`src/rtl/stack_engine.sv`:
```
// stack_engine: hardware stack controller. Owns the stack pointer and turns
// push/pop requests of 1..MAX_BEATS bytes into sequential byte-wide memory
// accesses on a full-descending stack.
// Optional feature macro: STACK_GUARD_EN enables overflow/underflow checking
// and the sticky error flags; without it sp wraps modulo 2^SP_W.
module stack_engine #(
    parameter int DATA_W    = 8,
    parameter int SP_W      = 16,
    parameter int ADDR_W    = 24,
    parameter int MAX_BEATS = 4,
    parameter logic [ADDR_W-SP_W-1:0] STACK_BANK  = '1,
    parameter logic [SP_W-1:0]        STACK_TOP   = 16'hFFFF,
    parameter logic [SP_W-1:0]        STACK_LIMIT = 16'hF000
) (
    input  logic                            clk,
    input  logic                            rst,
    input  logic                            req_valid,
    output logic                            req_ready,
    input  logic                            req_pop,
    input  logic [$clog2(MAX_BEATS+1)-1:0]  req_beats,
    input  logic [DATA_W*MAX_BEATS-1:0]     push_data,
    output logic                            resp_valid,
    output logic                            resp_err,
    output logic [DATA_W*MAX_BEATS-1:0]     pop_data,
    input  logic                            sp_load,
    input  logic [SP_W-1:0]                 sp_in,
    output logic [SP_W-1:0]                 sp,
    output logic [ADDR_W-1:0]               mem_addr,
    output logic                            mem_wr_en,
    output logic                            mem_rd_en,
    output logic [DATA_W-1:0]               mem_wdata,
    input  logic [DATA_W-1:0]               mem_rdata,
    output logic                            err_overflow,
    output logic                            err_underflow,
    input  logic                            err_clr
);

    localparam int BW    = $clog2(MAX_BEATS + 1);
    localparam int IDX_W = (MAX_BEATS > 1) ? $clog2(MAX_BEATS) : 1;

    localparam logic [1:0] S_IDLE     = 2'd0;
    localparam logic [1:0] S_PUSH     = 2'd1;
    localparam logic [1:0] S_POP      = 2'd2;
    localparam logic [1:0] S_POP_WAIT = 2'd3;

    logic [1:0]                 state_reg;
    logic [SP_W-1:0]            sp_reg;
    logic [BW-1:0]              n_reg;
    logic [BW-1:0]              cnt_reg;
    logic [DATA_W*MAX_BEATS-1:0] data_reg;
    logic [DATA_W-1:0]          pop_beats_reg [MAX_BEATS];
    logic                       rej_reg;

    logic [DATA_W-1:0]          push_beats [MAX_BEATS];
    logic                       accept;
    logic                       beats_bad;
    logic                       set_ovf;
    logic                       set_udf;
    logic                       reject;
    logic                       last_beat;
    logic [BW-1:0]              cap_idx;
    logic [SP_W-1:0]            n_sp;

    // Split latched push payload into beats and assemble pop result; during
    // POP_WAIT the final beat (always beat 0) is passed straight from memory.
    generate
        for (genvar gi = 0; gi < MAX_BEATS; gi++) begin : g_beat
            assign push_beats[gi] = data_reg[gi*DATA_W +: DATA_W];
            if (gi == 0) begin : g_b0
                assign pop_data[gi*DATA_W +: DATA_W] =
                    (state_reg == S_POP_WAIT) ? mem_rdata : pop_beats_reg[gi];
            end else begin : g_bn
                assign pop_data[gi*DATA_W +: DATA_W] = pop_beats_reg[gi];
            end
        end
    endgenerate

    assign accept    = (state_reg == S_IDLE) && !sp_load && req_valid;
    assign beats_bad = (req_beats == '0) || (req_beats > BW'(MAX_BEATS));
    assign last_beat = (cnt_reg == n_reg - BW'(1));
    assign cap_idx   = n_reg - cnt_reg;
    assign n_sp      = SP_W'(n_reg);

`ifdef STACK_GUARD_EN
    logic [SP_W:0] sp_dec;
    logic [SP_W:0] sp_inc;
    logic          ovf_reg;
    logic          udf_reg;

    // Bounds are evaluated one bit wider than sp so wrap-around is visible.
    assign sp_dec  = {1'b0, sp_reg} - (SP_W+1)'(req_beats);
    assign sp_inc  = {1'b0, sp_reg} + (SP_W+1)'(req_beats);
    assign set_ovf = !beats_bad && !req_pop && ($signed(sp_dec) < $signed({1'b0, STACK_LIMIT}));
    assign set_udf = !beats_bad && req_pop && (sp_inc > {1'b0, STACK_TOP});

    // Sticky error flags; a new error beats a simultaneous clear.
    always_ff @(posedge clk or negedge rst) begin
        if (!rst) begin
            ovf_reg <= 1'b0;
            udf_reg <= 1'b0;
        end else if (state_reg == S_IDLE) begin
            if (err_clr) begin
                ovf_reg <= 1'b0;
                udf_reg <= 1'b0;
            end
            if (accept && set_ovf) ovf_reg <= 1'b1;
            if (accept && set_udf) udf_reg <= 1'b1;
        end
    end

    assign err_overflow  = ovf_reg;
    assign err_underflow = udf_reg;
`else
    logic unused_err_clr;

    assign set_ovf        = 1'b0;
    assign set_udf        = 1'b0;
    assign err_overflow   = 1'b0;
    assign err_underflow  = 1'b0;
    assign unused_err_clr = err_clr;
`endif

    assign reject = beats_bad || set_ovf || set_udf;

    // Main controller: request acceptance, beat sequencing and sp update.
    always_ff @(posedge clk or negedge rst) begin
        if (!rst) begin
            state_reg <= S_IDLE;
            sp_reg    <= STACK_TOP;
            n_reg     <= '0;
            cnt_reg   <= '0;
            data_reg  <= '0;
            rej_reg   <= 1'b0;
            for (int k = 0; k < MAX_BEATS; k++) pop_beats_reg[k] <= '0;
        end else begin
            rej_reg <= 1'b0;
            case (state_reg)
                S_IDLE: begin
                    if (sp_load) begin
                        sp_reg <= sp_in;
                    end else if (req_valid) begin
                        if (reject) begin
                            rej_reg <= 1'b1;
                        end else begin
                            n_reg     <= req_beats;
                            cnt_reg   <= '0;
                            data_reg  <= push_data;
                            for (int k = 0; k < MAX_BEATS; k++) pop_beats_reg[k] <= '0;
                            state_reg <= req_pop ? S_POP : S_PUSH;
                        end
                    end
                end
                S_PUSH: begin
                    cnt_reg <= cnt_reg + BW'(1);
                    if (last_beat) begin
                        sp_reg    <= sp_reg - n_sp;
                        state_reg <= S_IDLE;
                    end
                end
                S_POP: begin
                    // Data for read cnt-1 arrives now; byte at sp+j is beat n-1-j.
                    if (cnt_reg != '0) begin
                        for (int k = 0; k < MAX_BEATS; k++) begin
                            if (cap_idx == BW'(k)) pop_beats_reg[k] <= mem_rdata;
                        end
                    end
                    cnt_reg <= cnt_reg + BW'(1);
                    if (last_beat) state_reg <= S_POP_WAIT;
                end
                S_POP_WAIT: begin
                    pop_beats_reg[0] <= mem_rdata;
                    sp_reg           <= sp_reg + n_sp;
                    state_reg        <= S_IDLE;
                end
                default: state_reg <= S_IDLE;
            endcase
        end
    end

    // Handshake, response and memory port outputs decoded from state.
    always_comb begin
        req_ready  = (state_reg == S_IDLE) && !sp_load;
        resp_valid = rej_reg || ((state_reg == S_PUSH) && last_beat) || (state_reg == S_POP_WAIT);
        resp_err   = rej_reg;
        mem_wr_en  = (state_reg == S_PUSH);
        mem_rd_en  = (state_reg == S_POP);
        mem_wdata  = '0;
        mem_addr   = {STACK_BANK, sp_reg};
        if (state_reg == S_PUSH) begin
            mem_addr  = {STACK_BANK, sp_reg - SP_W'(1) - SP_W'(cnt_reg)};
            mem_wdata = push_beats[cnt_reg[IDX_W-1:0]];
        end else if (state_reg == S_POP) begin
            mem_addr  = {STACK_BANK, sp_reg + SP_W'(cnt_reg)};
        end
    end

    assign sp = sp_reg;

endmodule

```
`config.mk`:
```
export PLATFORM = sky130hd
export DESIGN_NAME = stack_engine
export DESIGN_NICKNAME = d
export VERILOG_FILES = /design/src/rtl/stack_engine.sv
export SDC_FILE = /design/constraint.sdc
export NUM_CORES = 1
export LEC_CHECK = 0
export ABC_AREA = 0
export CAP_MARGIN = 20
export CORE_ASPECT_RATIO = 0.75
export CORE_UTILIZATION = 35
export CTS_BUF_LIST = sky130_fd_sc_hd__clkbuf_4
export DETAILED_ROUTE_END_ITERATION = 12
export MAX_ROUTING_LAYER = met4
export SETUP_SLACK_MARGIN = 0.05
export SYNTH_ARGS = -nofsm -noshare
export SYNTH_HDL_FRONTEND = slang
export SYNTH_SLANG_ARGS = --single-unit
export TNS_END_PERCENT = 50
```
`constraint.sdc`:
```
create_clock -name clk -period 3.55 [get_ports clk]
set_input_delay 0.355 -clock clk [delete_from_list [all_inputs] [get_ports clk]]
set_output_delay 0.355 -clock clk [all_outputs]
set_load 0.005 [all_outputs]
```
After elaboration in Yosys (flattened, before gate mapping)
Cells that the tools add are included.

Register bits after elaboration: 89. Bits of input ports: 65. Output and inout bits: 87.

Add/subtract/negate cells: 8. Magnitude comparators: 2. Equality and inequality tests: 18. Multiplexer cells: 35. Bitwise logic cells: 3. Reductions and logical operators: 23.

Operator list (count): $mux W32 (4); $mux W16 (4); $mux W8 (8); $pmux W16 S3 (1); $pmux W24 S2 (1); $add A16 B3 Y16 (2); $sub A16 B3 Y16 (2); $pmux W8 S3 (1); $reduce_and A6 Y1 (4); $bmux W8 S2 (1); $sub A16 B1 Y16 const B (1); $ne A2 B1 Y1 const B (7); $mux W2 (6); $mux W3 (3); $reduce_bool A3 Y1 (3); $ne A2 B2 Y1 const B (4); $pmux W2 S4 (1); $reduce_and A4 Y1 (2); $eq A3 B2 Y1 const B (2); $logic_not A3 Y1 (2); $pmux W3 S2 (1); $reduce_and A5 Y1 (1); $eq A2 B2 Y1 const B (2); $mux W1 (4); other kinds (17) (22).

Logic depth before layout (Yosys ltp)
Gate-level depths: netlist (run 1).

Depth after elaboration: 6. Gate-level depth with buffers: 12. Gate-level depth less buffers: 12.

Worst setup path before layout (run 1)
No wires, ideal clock.

Path type: register to register. Start point: register state_reg[0]. End point: register sp_reg[11], in the netlist sp[11]. Library setup time: 0.079 ns. Arrival time: 2.838 ns. Data required time: 3.471 ns. Setup slack: 0.633 ns. Cell stages (with the launch flop): 12. Buffers on the path: 1. Period minus slack after synthesis: 2.917 ns. Cells stage by stage: dfrtp_1 -> ha_1 -> clkbuf_1 -> mux2_2 -> ha_1 -> a21o_1 -> nand4_1 -> a31oi_1 -> o41ai_1 -> xnor2_1 -> mux2i_1 -> o21ai_0.

Word-level cells in the longest chain between the ends: 3. Elaborated cells between the ends (all ways): 8. Classes of those cells: 4 x eq/ne; 1 x mux; 3 x reduce/logical.

Ends and longest elaborated chain: from (decl) (RTL line 46) `logic [1:0] state_reg;`; from (signal assigned) (RTL line 149) `state_reg <= req_pop ? S_POP : S_PUSH;`; $eq A2 B1 Y1 (tied with other cells) (RTL line 137) `case (state_reg)`; $ne A2 B1 Y1 (no line) (tied with other cells); $reduce_and A3 Y1 (no line); to (signal assigned) (RTL line 140) `sp_reg <= sp_in;`; to (signal assigned) (RTL line 156) `sp_reg <= sp_reg - n_sp;`; to (signal assigned) (RTL line 172) `sp_reg <= sp_reg + n_sp;`; to (decl) (RTL line 47) `logic [SP_W-1:0] sp_reg;`.

Several ways; a longest one is shown, not always the timed one. A chain may end at the register's enable or synchronous reset.

Worst setup path in the final report (run 1)
Start point: register state_reg[1]. End point: output port mem_addr[13].

Word-level cells in the longest chain between the ends: 3. Elaborated cells between the ends (all ways): 4. Classes of those cells: 2 x eq/ne; 2 x mux.

Ends and longest elaborated chain: $eq A2 B2 Y1 (RTL line 192) `end else if (state_reg == S_POP) begin`; $mux W16 (RTL line 192); $mux W16 * (RTL line 189) `if (state_reg == S_PUSH) begin`; to (decl) (RTL line 28) `output logic [ADDR_W-1:0] mem_addr,`.

Mark *: on every way between the ends. The rest lies on a longest branch, timed or not.

==> flow_summary.yaml, run 1 <==
power_and_ir_drop:
  p_leak_nw: 3.258
  p_clk_share_pct: 7.9
  intPower_mw: 4.493
  ir_worst_vdd_mv: 0.4656
  swShare_pct: 42.60
  p_total_mw: 7.828
  powerDensity_nw_per_um2: 1036
  p_sw_mw: 3.334
  seq_power_share_pct: 26.2
  p_comb_share_pct: 66.0
clock_network:
  path_clk_slew_ns: 0.15
  ctsRootBufferMaster: "clkbuf_4"
  cts_made_buffers: 9
  cts_tree: "yes"
  cts_sinks: 89
  clkLatencyLatePin_ns: 0.47
  h-tree-depth: 3
  clock_path_buffers: 2
grt:
  gr-total-overflow: 0
  globalRouteTotalUtil_pct: 18.92
  grt_pass1_vias: 4631
  grt_max_degree: 70
  grt_pass1_wl_um: 24350
  antenna_found_initial: 0
worst_setup_path:
  cp-end-kind: "primary output"
  required_ns: 3.19
  startpoint_type: "register"
  cp_max_fo: 7
  critPathArrivalTime_ns: 3.00
  path_class: "register to primary output"
yosys:
  netlist_area_um2: 5843
  synth_common_cells: "73 x dfrtp_1, 68 x mux2_2, 51 x nand2_1"
  netlist_instances: 576
  yosysMostFrequentCell: "dfrtp_1"
  synth_warnings: 0
  yosys_register_bits: 89
  yosysSeqAreaShare_pct: 38.46
  synth_edf_count: 0
  synth_cell_types: 57
  yosysTopAreaCell: "dfrtp_1"
  synthArstFlopShare_pct: 100.0
  ys_top_cells_by_area: "dfrtp_1 31%, mux2_2 13%, dfstp_2 7.2%"
  yosys_most_used_dff: "dfrtp_1"
  post_synth.cell_area_avg_um2: 10.14
  synth.top_cell.area_share_pct: 31.26
sta:
  fin_crit_sh_pct: 94.48
  period_needed_ns: 3.354
  finalSetupTns_ns: 0
  max_freq_ghz: 0.2982
  setup_viol: 0
  slew_headroom_pct: 30.45
  skew_ns: 0.01449
  hold_viol: 0
  rsz0062_at_grt: "no"
  slew_violations: 0
  worstMarginPinSlew_ns: 1.042
flow_run:
  drv_cap: 0
route:
  finalWirelength_um: 15410
  route.vias.total: 4715
  wl_per_cell_um: 16.84
  antenna_left: 0
  first_iter_violations: 286
  firstDrtPassIters: 5
  vias_per_cell: 5.153
  drc_errors: 0
floorplanning:
  die-area_um2: 17220
  coreArea_um2: 16170
  ioPinCount: 152
  start_util_pct: 36.15
  std_cell_rows: 40
  die_y_um: 113.9
  die_width_um: 151.2
worst_hold_path:
  hp-class: "input pin to register"
cells_and_area:
  fill_cells: 1537
  fin_area_um2: 7559
  multi_input_area_um2: 3261
  layout.nets: 800
  regArea_um2: 2248
  largest_reg_flops: 32
  drive_gt1_share_pct: 21.56
  syn_to_final_growth_pct: 29.36
  insertedDiodeCount: 0
  layout.cells.non_filler: 915
place:
  dpl_cell_area_um2: 7256
  dpl.hpwl_um: 11440
  port_buffers: 140
  place_congestion: 0.8375
  dp_cells: 889
outcome:
  status: "complete, no violations"
## final timing paths
check | start | to | slack (ns) | cells after the start
min in group asynchronous | rst | data_reg[1] | 0.55 | 2
worst min-delay path | sp_in[6] | sp[6] | 0.46 | 3
worst max-delay path | state_reg[1] | mem_addr[13] | 0.20 | 10
max in group asynchronous | rst | pop_data[20] | 2.15 | 3
worst max register to register | state_reg[1] | sp[15] | 0.30 | 12
worst min register to register | pop_beats_reg[29] | pop_beats_reg[29] | 0.49 | 2
## area by class of cell
class | instances | share of cell area (%)
Inverter | 20 | 0.9932
Clock inverter | 6 | 0.9932
Sequential cell | 89 | 29.75
Timing Repair Buffer | 161 | 20.66
Clock buffer | 10 | 0.9932
Tap cell | 210 | 3.476
Multi-Input combinational cell | 419 | 43.14
## power groups by stage
stage / registers (mW) / logic [mW] / clock network (mW)
6_report: 2.05 / 5.16 / 0.618
5_1_grt: 2.12 / 5.74 / 0.691
4_1_cts: 2.05 / 5.08 / 0.654
3_5_place_dp: 2.09 / 5.04 / 0
3_3_place_gp: 2.04 / 4.89 / 0
2_1_floorplan: 1.91 / 3.43 / 0
## worst max-delay path, stage by stage (launching register included)
cell	delay [ns]
dfrtp_1	0.44
inv_1	0.12
ha_1	0.18
inv_1	0.14
nor2_1	0.16
o21ai_0	0.16
or3_4	0.41
o2bb2ai_2	0.19
nand2_1	0.08
xnor2_1	0.14
clkdlybuf4s50_1	0.52
## stage by stage
step / utilization [%] / setup slack (ns) / hold WS [ns]
floorplan: - / 0.6334 / 0.05941
global placement: 44.88 / 0.4502 / 0.4593
detailed placement: 44.88 / 0.3363 / 0.4679
CTS: 46.06 / 0.03822 / 0.4114
global route: 46.76 / 0.02307 / 0.4277
finish: 46.76 / 0.1961 / 0.4606
## kinds of logic after synthesis
kind of cell	synth area share, %
xor gates and xnor gates	4.347
and+or+nand+nor	12.40
AOI/OAI and AO/OA	11.86
other	0.1285
muxes	17.22
buffers and inverters	7.580
DFF	38.46
adders and majority gates	8.009
## routing by layer
layer / vias up / wire (um) / global-route usage, %
li1: 2242 / - / -
met1: 2315 / 7420 / 25.94
met2: 139 / 6884 / 28.22
met3: 19 / 903 / 4.560
met4: 0 / 197 / 4.067
met5: - / 0 / -
## cells in the final DEF (no fill, tap or decap), types with 9 or more instances in the layout
| master | netlist | final |
|---|---|---|
| clkdlybuf4s50_1 | 0 | 135 |
| nand2_1 | 51 | 51 |
| dfrtp_1 | 73 | 72 |
| a31oi_1 | 10 | 9 |
| xnor2_1 | 17 | 17 |
| o21ai_0 | 43 | 42 |
| conb_1 | 2 | 10 |
| and2_1 | 17 | 17 |
| dfstp_2 | 16 | 16 |
| mux2_2 | 68 | 68 |
| nor2_1 | 27 | 27 |
| a21oi_1 | 30 | 30 |
| buf_4 | 35 | 21 |
| nor3_1 | 10 | 10 |
| ha_1 | 31 | 30 |
| inv_1 | 20 | 20 |
| clkbuf_4 | 1 | 10 |
| xor2_1 | 12 | 12 |
## repair_timing
action / CTS / global route
endpoints found under the hold margin: 20 / 0
buffers inserted: 2 / 7
endpoints found under the setup margin: 9 / 10
hold buffers: 1 / 0
resized for setup: 6 / 14
pin swaps: 0 / 3
Power figures use the tool's default switching activity.
==> run 2: changes to the inputs <==
--- a/config.mk
+++ b/config.mk
@@ -7,12 +7,17 @@
 export LEC_CHECK = 0
 export ABC_AREA = 0
 export CAP_MARGIN = 20
+export CELL_PAD_IN_SITES_DETAIL_PLACEMENT = 0
+export CELL_PAD_IN_SITES_GLOBAL_PLACEMENT = 2
 export CORE_ASPECT_RATIO = 0.75
 export CORE_UTILIZATION = 35
 export CTS_BUF_LIST = sky130_fd_sc_hd__clkbuf_4
 export DETAILED_ROUTE_END_ITERATION = 12
+export DONT_BUFFER_PORTS = 1
 export MAX_ROUTING_LAYER = met4
+export PLACE_DENSITY_LB_ADDON = 0.1
 export SETUP_SLACK_MARGIN = 0.05
+export SKIP_CTS_REPAIR_TIMING = 1
 export SYNTH_ARGS = -nofsm -noshare
 export SYNTH_HDL_FRONTEND = slang
 export SYNTH_SLANG_ARGS = --single-unit
==> run 2 against run 1 <==
Effect of this change: critical path type unchanged; clock-buffer cell count decreased by 1; clock power fell by 2%; via count shrank 9.3%; largest power group unchanged.
==> flow_summary.yaml, run 2 (synthesis gave the netlist of run 1 again) <==
cells_and_area:
  layout.nets: 699
  finish.utilization_pct: 40.22
  insertedDiodeCount: 0
  syn_to_final_growth_pct: 11.26
  layout_common_cells: "72 x dfrtp_1, 68 x mux2_2, 51 x nand2_1, 46 x dlygate4sd3_1, 43 x o21ai_0"
  layout_commonest_cell: "dfrtp_1"
  drive_gt1_share_pct: 22.06
  fill_cells: 1616
  largest_reg_flops: 32
worst_setup_path:
  critPathArrivalTime_ns: 2.94
  r2r_start: "n_reg[0]"
  path_class: "register to primary output"
  r2r_cells: 12
  required_ns: 3.19
  critPathLaunch: "sp[1]"
  startpoint_type: "register"
  cp-end-kind: "primary output"
  r2r_slack_ns: 0.43
  r2r-end: "sp[14]"
  cp_max_fo: 9
floorplanning:
  coreArea_um2: 16170
  ioPinCount: 152
  die_width_um: 151.2
  std_cell_rows: 40
  die_y_um: 113.9
  die-area_um2: 17220
  start_util_pct: 36.15
sta:
  period_needed_ns: 3.295
  fin_crit_sh_pct: 92.81
  max_freq_ghz: 0.3035
  worstMarginPinSlew_ns: 0.7559
  hold_viol: 0
  setup_viol: 0
  fin_hold_ws_ns: 0.04139
  skew_ns: 0.01274
  slew_violations: 0
  finalSetupTns_ns: 0
  rsz0062_at_grt: "yes"
  slew_headroom_pct: 49.61
grt:
  antenna_found_initial: 0
  globalRouteTotalUtil_pct: 18.76
  grt_pass1_vias: 4065
  grt_pass1_wl_um: 23550
  grt_max_degree: 90
  gr-total-overflow: 0
clock_network:
  h-tree-depth: 3
  cts_sinks: 89
  path_clk_slew_ns: 0.16
  cts_made_buffers: 9
  cts_tree: "yes"
  clkLatencyLatePin_ns: 0.47
  clock_path_buffers: 2
  ctsRootBufferMaster: "clkbuf_4"
worst_hold_path:
  hold_path_end: "sp[9]"
  hp-class: "input pin to register"
  hold_path.startpoint: "sp_in[9]"
  holdPathStages: 2
flow_run:
  drv_cap: 0
power_and_ir_drop:
  powerDensity_nw_per_um2: 1055
  ir_worst_vdd_mv: 0.3358
  p_leak_nw: 2.851
place:
  dpl.hpwl_um: 11030
  port_buffers: 0
  place_congestion: 0.8338
route:
  drc_errors: 0
  antenna_left: 0
  route.vias.total: 4275
  vias_per_cell: 5.258
  firstDrtPassIters: 4
  first_iter_violations: 130
  wl_per_cell_um: 19.03
  finalWirelength_um: 15470
outcome:
  status: "complete, no violations"
[run 2: cell types whose count changed in the layout (fill, tap and decap cells not counted), sizes merged]
| cell | before | now |
|---|---|---|
| clkbuf | 10 | 9 |
| dlygate4sd2 | 2 | 0 |
| clkinv | 2 | 1 |
| buf | 21 | 14 |
| clkdlybuf4s50 | 135 | 0 |
| dlygate4sd3 | 1 | 46 |
| dlymetal6s2s | 2 | 0 |
| clkinvlp | 1 | 2 |
[run 2: metrics by stage]
stage	worst slack [ns]	total power, mW	cell area (um^2)	cells
after floorplan	0.6334	5.337	5873	584
after global placement	0.4962	6.158	5872	751
after detailed placement	0.4852	6.227	5872	751
after CTS	0.05043	6.868	6007	766
after global routing	0.03229	7.574	6501	813
final	0.2551	6.860	6501	813
[run 2: power by group]
group | leakage (nW) | total [mW] | internal (mW) | switching, mW
clock | 0.0688 | 0.604 | 0.215 | 0.389
sequential | 1.09 | 2.13 | 1.59 | 0.537
combinational | 1.69 | 4.12 | 1.88 | 2.25
[run 2: worst max-delay path by stage]
| stage | depth (start not counted) | end |
|---|---|---|
| finish | 7 | mem_addr[13] |
| detailed placement | 12 | sp[14] |
| CTS | 8 | mem_addr[14] |
| global placement | 12 | sp[14] |
| floorplan | 11 | sp[11] |
| global route | 7 | mem_addr[13] |
[run 2: area by class of cell]
type	instances	area, um^2	area share (%)
repair buffers	60	585.6	9.007
clock inverters	6	67.56	1.039
flip-flops and latches	89	2248	34.58
inverters	20	75.07	1.155
well taps	210	262.8	4.042
multi-input cells	419	3194	49.13
clock buffers	9	67.56	1.039
[run 2: worst max-delay path, cell delays in order (launching register included)]
cell and delay (ns):
dfstp_2 0.70, ha_1 0.29, a21oi_1 0.15, o21ai_0 0.12, or3_1 0.48, o2bb2ai_1 0.39
nand2_1 0.13, xnor2_1 0.21
[run 2: per-layer routing]
metal / track usage (%) / share of wire [%] / up-vias
met4: 4.267 / 1.1 / 0
met5: - / 0 / -
li1: - / - / 2039
met2: 25.81 / 42 / 129
met3: 4.760 / 5.7 / 16
met1: 27.16 / 51 / 2091
==> patch (settings of run 1) <==
Register the output `resp_err`, with the module's reset; this adds one clock of latency there. The other outputs are not delayed to match.
--- a/src/rtl/stack_engine.sv
+++ b/src/rtl/stack_engine.sv
@@ -43,6 +43,8 @@
     localparam logic [1:0] S_POP      = 2'd2;
     localparam logic [1:0] S_POP_WAIT = 2'd3;
 
+    logic resp_err_d;
+
     logic [1:0]                 state_reg;
     logic [SP_W-1:0]            sp_reg;
     logic [BW-1:0]              n_reg;
@@ -181,7 +183,7 @@
     always_comb begin
         req_ready  = (state_reg == S_IDLE) && !sp_load;
         resp_valid = rej_reg || ((state_reg == S_PUSH) && last_beat) || (state_reg == S_POP_WAIT);
-        resp_err   = rej_reg;
+        resp_err_d = rej_reg;
         mem_wr_en  = (state_reg == S_PUSH);
         mem_rd_en  = (state_reg == S_POP);
         mem_wdata  = '0;
@@ -196,5 +198,13 @@
 
     assign sp = sp_reg;
 
+    always_ff @(posedge clk or negedge rst) begin
+        if (!rst) begin
+            resp_err <= '0;
+        end else begin
+            resp_err <= resp_err_d;
+        end
+    end
+
 endmodule
 
Behaviour: not the same (Yosys sat finds a counterexample within 4 cycles, from zero or initial values and one cycle with rst low).
==> patch against run 1 <==
  * Critical path type unchanged
  * Total power increased by 2.3%
  * Via count up 1.4%
  * The run now ends with DRC left
  * Sequential cell count up 1
  * Setup slack improved by 9.2 ps
  * Synthesized cell count is 4.9% higher
  * Final area rose by 1.3%
  * Combinational power up 3%
  * Clock power rose by 11%
  * Area after synthesis is 1.9% higher
  * Non-clock buffer count rose by 1
  * Sequential share of layout area decreased by 0.078 points
  * Final cell count increased by 2.7%
  * Routed wire length up 3.5%
==> patch: results (changes against run 1) <==
# DRC 8 (+8); Inverters 27 (+35%); reg2reg setup slack 440 ps (+140 ps); Hold Crit Class flip-flop to flip-flop; Syn Inst Count 604 (+4.9%); status finished, violations left; clock network area share 2.25% (+0.27 points); minimum hold slack 410 ps (-50.3 ps); CTS resizes 4 (-2); met1 wire length 8.02 mm (+8.1%); metal2 WL 7.04 mm (+2.2%); post-DP HPWL 11.9 mm (+3.9%); post-synthesis sequential area ratio 38.2% (-0.31 points); number of DRC markers in iteration 0 289 (+1.0%); clk pwr 689 µW (+11%); reg2reg end sp[13]; crit path from cnt_reg[2]; WL met3 835 µm (-7.5%); setup bufs post-CTS 3 (+1); CP endpoint mem_addr[15]; synth top area cells dfrtp_1 31%, mux2_2 11%, dfstp_2 7.1%; vias in the first global route 4841 (+4.5%); Leak 0.00328 µW (+0.67%); WP data arrival 2990 ps (about the same); Via density 5.08 (-1.3%); Routed WL per cell 17.0 µm (+0.72%); R2R depth 11 (-1); violated checks DRC; initial antenna violation count 1 (+1); largest net degree at the start of global routing 56 (-20%); Clock Latency Late Sink 440 ps (-30 ps); fraction of layout cells with a size suffix above 1 19.4% (-2.2 points); relative slew slack 50.1% (+20 points); NonClk Buf Share 20.4% (-0.24 points); Max Clock Skew 21.7 ps (+7.19 ps); hold path depth 0 (-3); WL final 15.9 mm (+3.5%); Net Sw Frac 42.8% (+0.16 points)
-- patch: cell types whose count changed in the layout (fill, tap and decap cells not counted), moves of 8 or more --
cell / change
mux2_2: -8
mux2i_1: +10
nand3_1: +8
xor2_1: -8
-- patch: through the flow --
stage,util [%],worst slack [ps]
after global placement,45.5,340
after detailed placement,45.5,352
after CTS,46.8,101
after floorplan,-,644
final,46.9,205
after global routing,46.9,-1.66
-- patch: kinds of logic after synthesis --
family | Yosys count | share of synthesized area, %
and+or+nand+nor | 167 | 13.7
xor gates and xnor gates | 27 | 3.97
adders and majority gates | 35 | 7.86
muxes | 84 | 17.1
AOI/OAI and AO/OA | 110 | 11.4
other | 2 | 0.126
buffers and inverters | 89 | 7.77
DFF | 90 | 38.2
-- patch: critical path: stages (launching register included) --
cell             delay (ps)
dfrtp_1                 380
inv_1                    70
ha_2                    200
or3_4                   350
or4_4                   480
nor3_2                  220
a21oi_2                  80
nor2_1                  120
xor2_1                  140
clkdlybuf4s50_1         520
